**src/rtl/riscv_multi_cycle.sv**
```systemverilog
// Multi-cycle RV32I subset core: FSM controller plus datapath sharing one unified memory port.
module riscv_multi_cycle #(
    parameter int unsigned      XLEN     = 32,
    parameter logic [XLEN-1:0]  RESET_PC = 32'h0000_0000
) (
    input  logic            clk,
    input  logic            reset,
    output logic [XLEN-1:0] PC,
    output logic [XLEN-1:0] Adr,
    output logic            MemWrite,
    output logic [XLEN-1:0] WriteData,
    input  logic [XLEN-1:0] ReadData
);

    localparam int unsigned REG_AW = 5;

    localparam logic [6:0] OP_LOAD  = 7'b0000011;
    localparam logic [6:0] OP_STORE = 7'b0100011;
    localparam logic [6:0] OP_RTYPE = 7'b0110011;
    localparam logic [6:0] OP_IALU  = 7'b0010011;
    localparam logic [6:0] OP_BEQ   = 7'b1100011;
    localparam logic [6:0] OP_JAL   = 7'b1101111;

    typedef enum logic [3:0] {
        FETCH, DECODE, MEMADR, MEMREAD, MEMWB, MEMWRITE,
        EXECR, EXECI, ALUWB, BEQ, JAL
    } state_t;

    state_t state_q, state_d;

    logic [XLEN-1:0] pc_q, instr_q, old_pc_q, alu_out_q, data_q, a_q, b_q;
    logic [XLEN-1:0] rf [2**REG_AW];

    // Instruction field decode from the latched instruction
    logic [6:0]        opcode;
    logic [2:0]        funct3;
    logic [REG_AW-1:0] rs1, rs2, rd;
    logic [XLEN-1:0]   imm_i, imm_s, imm_b, imm_j;

    assign opcode = instr_q[6:0];
    assign rd     = instr_q[11:7];
    assign funct3 = instr_q[14:12];
    assign rs1    = instr_q[19:15];
    assign rs2    = instr_q[24:20];
    assign imm_i  = {{20{instr_q[31]}}, instr_q[31:20]};
    assign imm_s  = {{20{instr_q[31]}}, instr_q[31:25], instr_q[11:7]};
    assign imm_b  = {{19{instr_q[31]}}, instr_q[31], instr_q[7], instr_q[30:25], instr_q[11:8], 1'b0};
    assign imm_j  = {{11{instr_q[31]}}, instr_q[31], instr_q[19:12], instr_q[20], instr_q[30:21], 1'b0};

    // Register file reads; x0 is hardwired to zero
    logic [XLEN-1:0] rs1_val, rs2_val;
    assign rs1_val = (rs1 == '0) ? '0 : rf[rs1];
    assign rs2_val = (rs2 == '0) ? '0 : rf[rs2];

    // ALU shared by EXECR and EXECI; unsupported funct3 yields zero
    logic [XLEN-1:0] alu_b, alu_res;
    always_comb begin
        alu_b   = (state_q == EXECR) ? b_q : imm_i;
        alu_res = '0;
        case (funct3)
            3'b000:  alu_res = (state_q == EXECR && instr_q[30]) ? (a_q - alu_b) : (a_q + alu_b);
            3'b010:  alu_res = XLEN'($signed(a_q) < $signed(alu_b));
            3'b110:  alu_res = a_q | alu_b;
            3'b111:  alu_res = a_q & alu_b;
            default: alu_res = '0;
        endcase
    end

    // FSM state register
    always_ff @(posedge clk) begin
        if (reset) state_q <= FETCH;
        else       state_q <= state_d;
    end

    // Next-state logic and combinational control (address mux, write strobes)
    logic            rf_we;
    logic [XLEN-1:0] rf_wd;
    always_comb begin
        state_d  = state_q;
        Adr      = pc_q;
        MemWrite = 1'b0;
        rf_we    = 1'b0;
        rf_wd    = alu_out_q;
        case (state_q)
            FETCH:    state_d = DECODE;
            DECODE: begin
                case (opcode)
                    OP_LOAD, OP_STORE: state_d = MEMADR;
                    OP_RTYPE:          state_d = EXECR;
                    OP_IALU:           state_d = EXECI;
                    OP_BEQ:            state_d = BEQ;
                    OP_JAL:            state_d = JAL;
                    default:           state_d = FETCH;
                endcase
            end
            MEMADR:   state_d = (opcode == OP_STORE) ? MEMWRITE : MEMREAD;
            MEMREAD: begin
                Adr     = alu_out_q;
                state_d = MEMWB;
            end
            MEMWB: begin
                rf_we   = 1'b1;
                rf_wd   = data_q;
                state_d = FETCH;
            end
            MEMWRITE: begin
                Adr      = alu_out_q;
                MemWrite = 1'b1;
                state_d  = FETCH;
            end
            EXECR, EXECI: state_d = ALUWB;
            ALUWB: begin
                rf_we   = 1'b1;
                state_d = FETCH;
            end
            BEQ:      state_d = FETCH;
            JAL: begin
                rf_we   = 1'b1;
                rf_wd   = old_pc_q + XLEN'(4);
                state_d = FETCH;
            end
            default:  state_d = FETCH;
        endcase
        if (reset) rf_we = 1'b0;
    end

    // Datapath registers, updated according to the current FSM state
    always_ff @(posedge clk) begin
        if (reset) begin
            pc_q      <= RESET_PC;
            instr_q   <= '0;
            old_pc_q  <= '0;
            alu_out_q <= '0;
            data_q    <= '0;
            a_q       <= '0;
            b_q       <= '0;
        end else begin
            case (state_q)
                FETCH: begin
                    instr_q  <= ReadData;
                    old_pc_q <= pc_q;
                    pc_q     <= pc_q + XLEN'(4);
                end
                DECODE: begin
                    a_q       <= rs1_val;
                    b_q       <= rs2_val;
                    alu_out_q <= old_pc_q + imm_b;
                end
                MEMADR:       alu_out_q <= a_q + ((opcode == OP_STORE) ? imm_s : imm_i);
                MEMREAD:      data_q    <= ReadData;
                EXECR, EXECI: alu_out_q <= alu_res;
                BEQ:          if (a_q == b_q) pc_q <= alu_out_q;
                JAL:          pc_q <= old_pc_q + imm_j;
                default: ;
            endcase
        end
    end

    // Register file write port; x0 writes are dropped
    always_ff @(posedge clk) begin
        if (rf_we && rd != '0) rf[rd] <= rf_wd;
    end

    assign PC        = pc_q;
    assign WriteData = b_q;

endmodule

```
**config.mk**
```make
export PLATFORM = sky130hd
export DESIGN_NAME = riscv_multi_cycle
export DESIGN_NICKNAME = d
export VERILOG_FILES = /design/src/rtl/riscv_multi_cycle.sv
export SDC_FILE = /design/constraint.sdc
export NUM_CORES = 2
export LEC_CHECK = 0
export BUFFER_PORTS_ARGS = -buffer_cell sky130_fd_sc_hd__buf_2
export CORE_MARGIN = 2
export CORE_UTILIZATION = 40
export DETAILED_ROUTE_END_ITERATION = 7
export PLACE_DENSITY = 0.63
export SYNTH_ARGS = -nofsm -noshare
export SYNTH_HDL_FRONTEND = slang
export SYNTH_SLANG_ARGS = --single-unit
```
**constraint.sdc**
```tcl
create_clock -name clk -period 6.6 [get_ports clk]
set_input_delay 0.66 -clock clk [delete_from_list [all_inputs] [get_ports clk]]
set_output_delay 0.66 -clock clk [all_outputs]
set_load 0.02 [all_outputs]
```
# After elaboration in Yosys (flattened, before gate mapping)
# Memories as Yosys holds them, arrays and structs flattened. A register that Yosys moved wholly into a read port is not among the register bits.
# Cells that the tools add are included.
dict set report word_totals {
  word_cells 77
  ramBits 1024
  out_inout_bits 97
  ff_bits 228
  mem_count 1
}
# memory words word_bits read_ports rd_ports_with_merged_regs write_ports line
set mem_list {}
lappend mem_list {rf 32 32 2 2 1 32} ;# logic [XLEN-1:0] rf [2**REG_AW];
dict set report op_classes {
  addsub 7
  n_reduce_logical 14
  n_bitwise 2
  eq_ne 21
  order_cmp 1
  n_mux 23
}
# operator n
set op_table {}
lappend op_table {{32-bit two-way mux} 6}
lappend op_table {{32-bit one-hot mux with 3 select lines} 2}
lappend op_table {{32-bit adder} 4}
lappend op_table {{32-bit one-hot mux with 4 select lines} 1}
lappend op_table {{32-bit by 3-bit adder with 32-bit output, second input constant} 2}
lappend op_table {{32-bit one-hot mux with 2 select lines} 1}
lappend op_table {{4-bit one-hot mux with 5 select lines} 2}
lappend op_table {{32-bit AND} 1}
lappend op_table {{32-bit == test} 1}
lappend op_table {{32-bit less-than comparator} 1}
lappend op_table {{32-bit OR} 1}
lappend op_table {{32-bit subtractor} 1}
lappend op_table {{5-bit two-way mux} 5}
lappend op_table {{4-bit by 3-bit == test with 1-bit output, second input constant} 4}
lappend op_table {{7-bit by 6-bit == test with 1-bit output, second input constant} 2}
lappend op_table {{7-bit == test, second input constant} 2}
lappend op_table {{4-bit == test, second input constant} 3}
lappend op_table {{5-bit zero test} 2}
lappend op_table {{4-bit by 2-bit == test with 1-bit output, second input constant} 2}
lappend op_table {{7-bit by 2-bit == test with 1-bit output, second input constant} 1}
lappend op_table {{7-bit by 5-bit == test with 1-bit output, second input constant} 1}
lappend op_table {{3-bit == test, second input constant} 2}
lappend op_table {{3-bit nonzero test} 2}
lappend op_table {{2-bit OR reduction} 3}
lappend op_table {{other kinds (11)} 16}

# Depth between registers and ports, before layout
dict set report depth {
  ltp_word 7
  mapped_depth 21
}

# Worst setup path before layout
# No wires, ideal clock.
dict set report synth_timing {
  kind {register to register}
  start {reg state_q[1]}
  end {reg alu_out_q[28]}
  path_buffers 4
  t_required_ps 6473
  setup_ps 127
  arrival_ps 4298
  synth_period_minus_slack_ps 4425
  slack_ps 2175
  stages_incl_launch_ff 20
  cell_sequence {dfxtp_1 -> clkbuf_1 -> clkbuf_1 -> nand2b_1 -> nor2_1 -> clkbuf_1 -> mux2_2 -> inv_1 -> ha_1 -> buf_6 -> or3_4 -> o21bai_1 -> a21bo_4 -> nand2_2 -> and3_4 -> nor4_2 -> o22ai_1 -> o31ai_2 -> a2111oi_1 -> or3b_1}
}
dict set report synth_between {
  elab_chain_cells 6
  elab_cells_between_ends 15
  classes_between {add/sub: 2; eq/ne: 4; mux: 4; bitwise: 2; reduce/logical: 3}
}
# item line
set synth_rtl {}
lappend synth_rtl {{start, declared} 29} ;# state_t state_q, state_d;
lappend synth_rtl {{start signal, assigned} 72} ;# else state_q <= state_d;
lappend synth_rtl {{4-bit by 3-bit == test with 1-bit output} {58, 61, 138}}
lappend synth_rtl {{32-bit two-way mux} 58} ;# alu_b = (state_q == EXECR) ? b_q : imm_i;
lappend synth_rtl {{32-bit adder or 32-bit subtractor (tied branches)} 61} ;# 3'b000: alu_res = (state_q == EXECR && instr_q[30]) ? (a_q - alu_b) : (a_q + alu_b);
lappend synth_rtl {{32-bit two-way mux} 61}
lappend synth_rtl {{32-bit one-hot mux with 4 select lines} 60} ;# case (funct3)
lappend synth_rtl {{32-bit one-hot mux with 3 select lines} 138} ;# case (state_q)
lappend synth_rtl {{end signal, assigned} 147} ;# alu_out_q <= old_pc_q + imm_b;
lappend synth_rtl {{end signal, assigned} 149} ;# MEMADR: alu_out_q <= a_q + ((opcode == OP_STORE) ? imm_s : imm_i);
lappend synth_rtl {{end signal, assigned} 151} ;# EXECR, EXECI: alu_out_q <= alu_res;
lappend synth_rtl {{end, declared} 31} ;# logic [XLEN-1:0] pc_q, instr_q, old_pc_q, alu_out_q, data_q, a_q, b_q;
# Several ways; a longest one is shown, not always the timed one.
# A chain may end at the register's enable or synchronous reset.

# Final worst setup path
# Same ends and word-level chain as after synthesis.

==> impl_metrics.toml <==
[critical_path]
cp.arrival_ns = 6.07
timing.rr.start = "state_q[1]$_SDFF_PP0_"
crit_path_start = "state_q[1]$_SDFF_PP0_"
cp_max_fo = 18
end_kind = "flip-flop"
crit_type = "flip-flop to flip-flop"
cp-start-kind = "flip-flop"
reg2reg_depth = 16
crit-reg2reg-capture = "alu_out_q[28]$_SDFFE_PP0P_"
reg2reg_slack_ns = 1.26
required_ns = 7.33

[die]
core_area_sq_um = 167000
start_util = 0.402
fp-row-count = 150
die_h_um = 414
die_w_um = 414
io_pins = 131
dieArea_sq_um = 171000

[layout]
fillerInstances = 14600
instances_no_fill = 7217
area_delta_synth_final_pct = 12.5
drive_above_1_share = 0.251
post-route-util = 0.452
layout_common_cells = "edfxtp_1, mux4_2, a21oi_1"
postLayoutCellArea_sq_um = 75400
antenna_cells = 0
final_nets = 5114
layout_commonest_cell = "edfxtp_1"

[logic_synthesis]
synth_area_leader_cell = "edfxtp_1"
yosysSeqAreaShare = 0.529
ys_ff_latch = 1262
netlist_instances = 4796
synthFlopType = "edfxtp_1"
avgSynthCellArea_sq_um = 14.0
synth-edff-count = 1024
synth.area.top_cells = "edfxtp_1, mux4_2, dfxtp_1"
async_reset_ff_frac = 0
yosysTopAreaCellShare = 0.458
yosys.cell_types.count = 94
netlist_area_sq_um = 67100
yosys_warnings = 0

[drt]
via_per_inst = 6.35
first_pass_iters = 6
drc = 0
drt.antenna.violating_nets = 0
dr.max_layer_used = "met5"
drt_wl_total_um = 227000
drt_iter0_drc = 6020
met1Wirelength_um = 89000
vias = 45800
wl_met3_um = 22200
route.met2.wl_um = 106000
routedWlPerCell_um = 31.4

[power_and_ir_drop]
total_power_mw = 19.4
p_int_mw = 14.3
combPwrFrac = 0.127
seq_power_share = 0.466
peakVddDrop_mv = 0.236
power_per_cell_area_nw_per_um2 = 257
total_switching_power_mw = 5.04
p_clk_frac = 0.408
switching_share = 0.260
leakagePower_nw = 24.9

[global_routing]
antenna_found_initial = 3
overflow = 0
track_usage = 0.264
grt_max_degree = 125
grt_first_pass_wirelength_um = 323000
grt_pass1_vias = 44700

[cts]
cts.repair.resized = 0
clock_sinks = 1262
clock-root-buffer = "clkbuf_16"
cts_setup_buffers = 0
h-tree-depth = 4
cts_hold_buf = 0
cts_buffers = 141
cts.path.max_buffers = 3
worstSkewPairLatency_ns = 0.81
cts.clk_slew.worst_paths_ns = 0.06
cts_tree = "built"

[worst_hold_path]
hp-start = "ReadData[0]"
min_path_cells = 3
whs_endpoint = "data_q[0]$_SDFFE_PP0P_"
hp-class = "primary input to flip-flop"

[timing]
tns_ns = 0
clock-skew-final_ns = 0.0431
hold_slack_ns = 0.126
finalSetupViolCount = 0
slew_headroom = 0.0750
worst_pin_slew_ns = 1.38
fin_crit_ns = 5.34
rsz0062_at_grt = "false"
fmax_mhz = 187
setup_ws_ns = 1.26
final_hold_viol_count = 0
slew_violations = 0
fin_crit_sh = 0.809

[place]
pre_cts_slack_ns = 1.43
placed_cell_area_sq_um = 70900
place.gp.congestion = 0.970
dp_cells = 6964
dp_hpwl_um = 146000
numPortBuffers = 130

[run]
drv_cap = 0

[run_status]
outcome = "finished clean"
## synthesized netlist by cell type (all sizes together), types with 14 or more instances
cell type	n
a211oi	34
a21o	26
a21oi	374
a221oi	32
a22oi	43
a31oi	29
and2	14
and3	26
buf	101
clkbuf	216
dfxtp	238
edfxtp	1024
ha	172
inv	136
mux2	49
mux2i	75
mux4	640
nand2	367
nand2b	26
nand3	59
nand4	29
nor2	381
nor2b	23
nor3	79
nor4	24
o21a	18
o21ai	168
o21bai	33
o31ai	18
or3	16
xnor2	94
xor2	85
## how the worst max path moves through the flow
stage,to,slack (ns),depth (start not counted)
2_1_floorplan,alu_out_q[28]$_SDFFE_PP0P_,2.17,19
3_3_place_gp,alu_out_q[28]$_SDFFE_PP0P_,1.46,16
3_5_place_dp,alu_out_q[28]$_SDFFE_PP0P_,1.43,16
4_1_cts,alu_out_q[28]$_SDFFE_PP0P_,1.43,16
5_1_grt,alu_out_q[28]$_SDFFE_PP0P_,1.03,16
6_report,alu_out_q[28]$_SDFFE_PP0P_,1.26,16
## flip-flops by register name, indices dropped and copies added, names as in the netlist, named ones only
signal	count
data_q	32
WriteData	32
alu_out_q	32
state_q	4
instr_q	32
a_q	32
PC	32
old_pc_q	32
rf	1024
## worst max-delay path: stages (launching register included)
cell       delay (ns)
dfxtp_1          0.72
nand2b_1         0.32
nor2_2           0.70
mux2_2           0.33
ha_1             0.21
inv_1            0.08
fa_1             0.45
nor2b_1          0.17
o31a_1           0.25
o21ai_0          0.15
a31oi_1          0.25
o22ai_1          0.20
o31ai_1          0.51
nand2_1          0.18
a31o_2           0.28
a2111oi_1        0.33
or3b_1           0.16
## metal layers
metal	track usage	vias to the layer above
met1	0.358	23600
met5	0	-
met3	0.0546	488
met4	0.108	4
met2	0.413	2517
li1	-	19200
## final cells by class
cell class	count	area, sq um	share of cell area
sequential	1262	35500	0.471
multi-input combinational	3112	30400	0.403
clock buffer	203	4010	0.0531
tap	2204	2760	0.0366
timing repair buffer	250	1670	0.0222
clock inverter	50	578	0.00766
inverter	136	510	0.00677
## cell families after synthesis
kind of cell	synth area share
buf+inv	0.0263
xor+xnor	0.0234
compound gates	0.0813
fa+ha+maj	0.0336
simple gates	0.0717
flops	0.529
other cells	0.0000559
mux	0.234
## power by group through the flow
stage	logic [mW]	clock network, mW	registers (mW)
after global placement	2.42	0	9.18
after CTS	2.44	7.99	9.01
final	2.46	7.89	9.02
after detailed placement	2.43	0	9.18
after global routing	2.61	8.30	9.02
after floorplan	1.70	0	9.02
(Power assumes the default switching activity.)
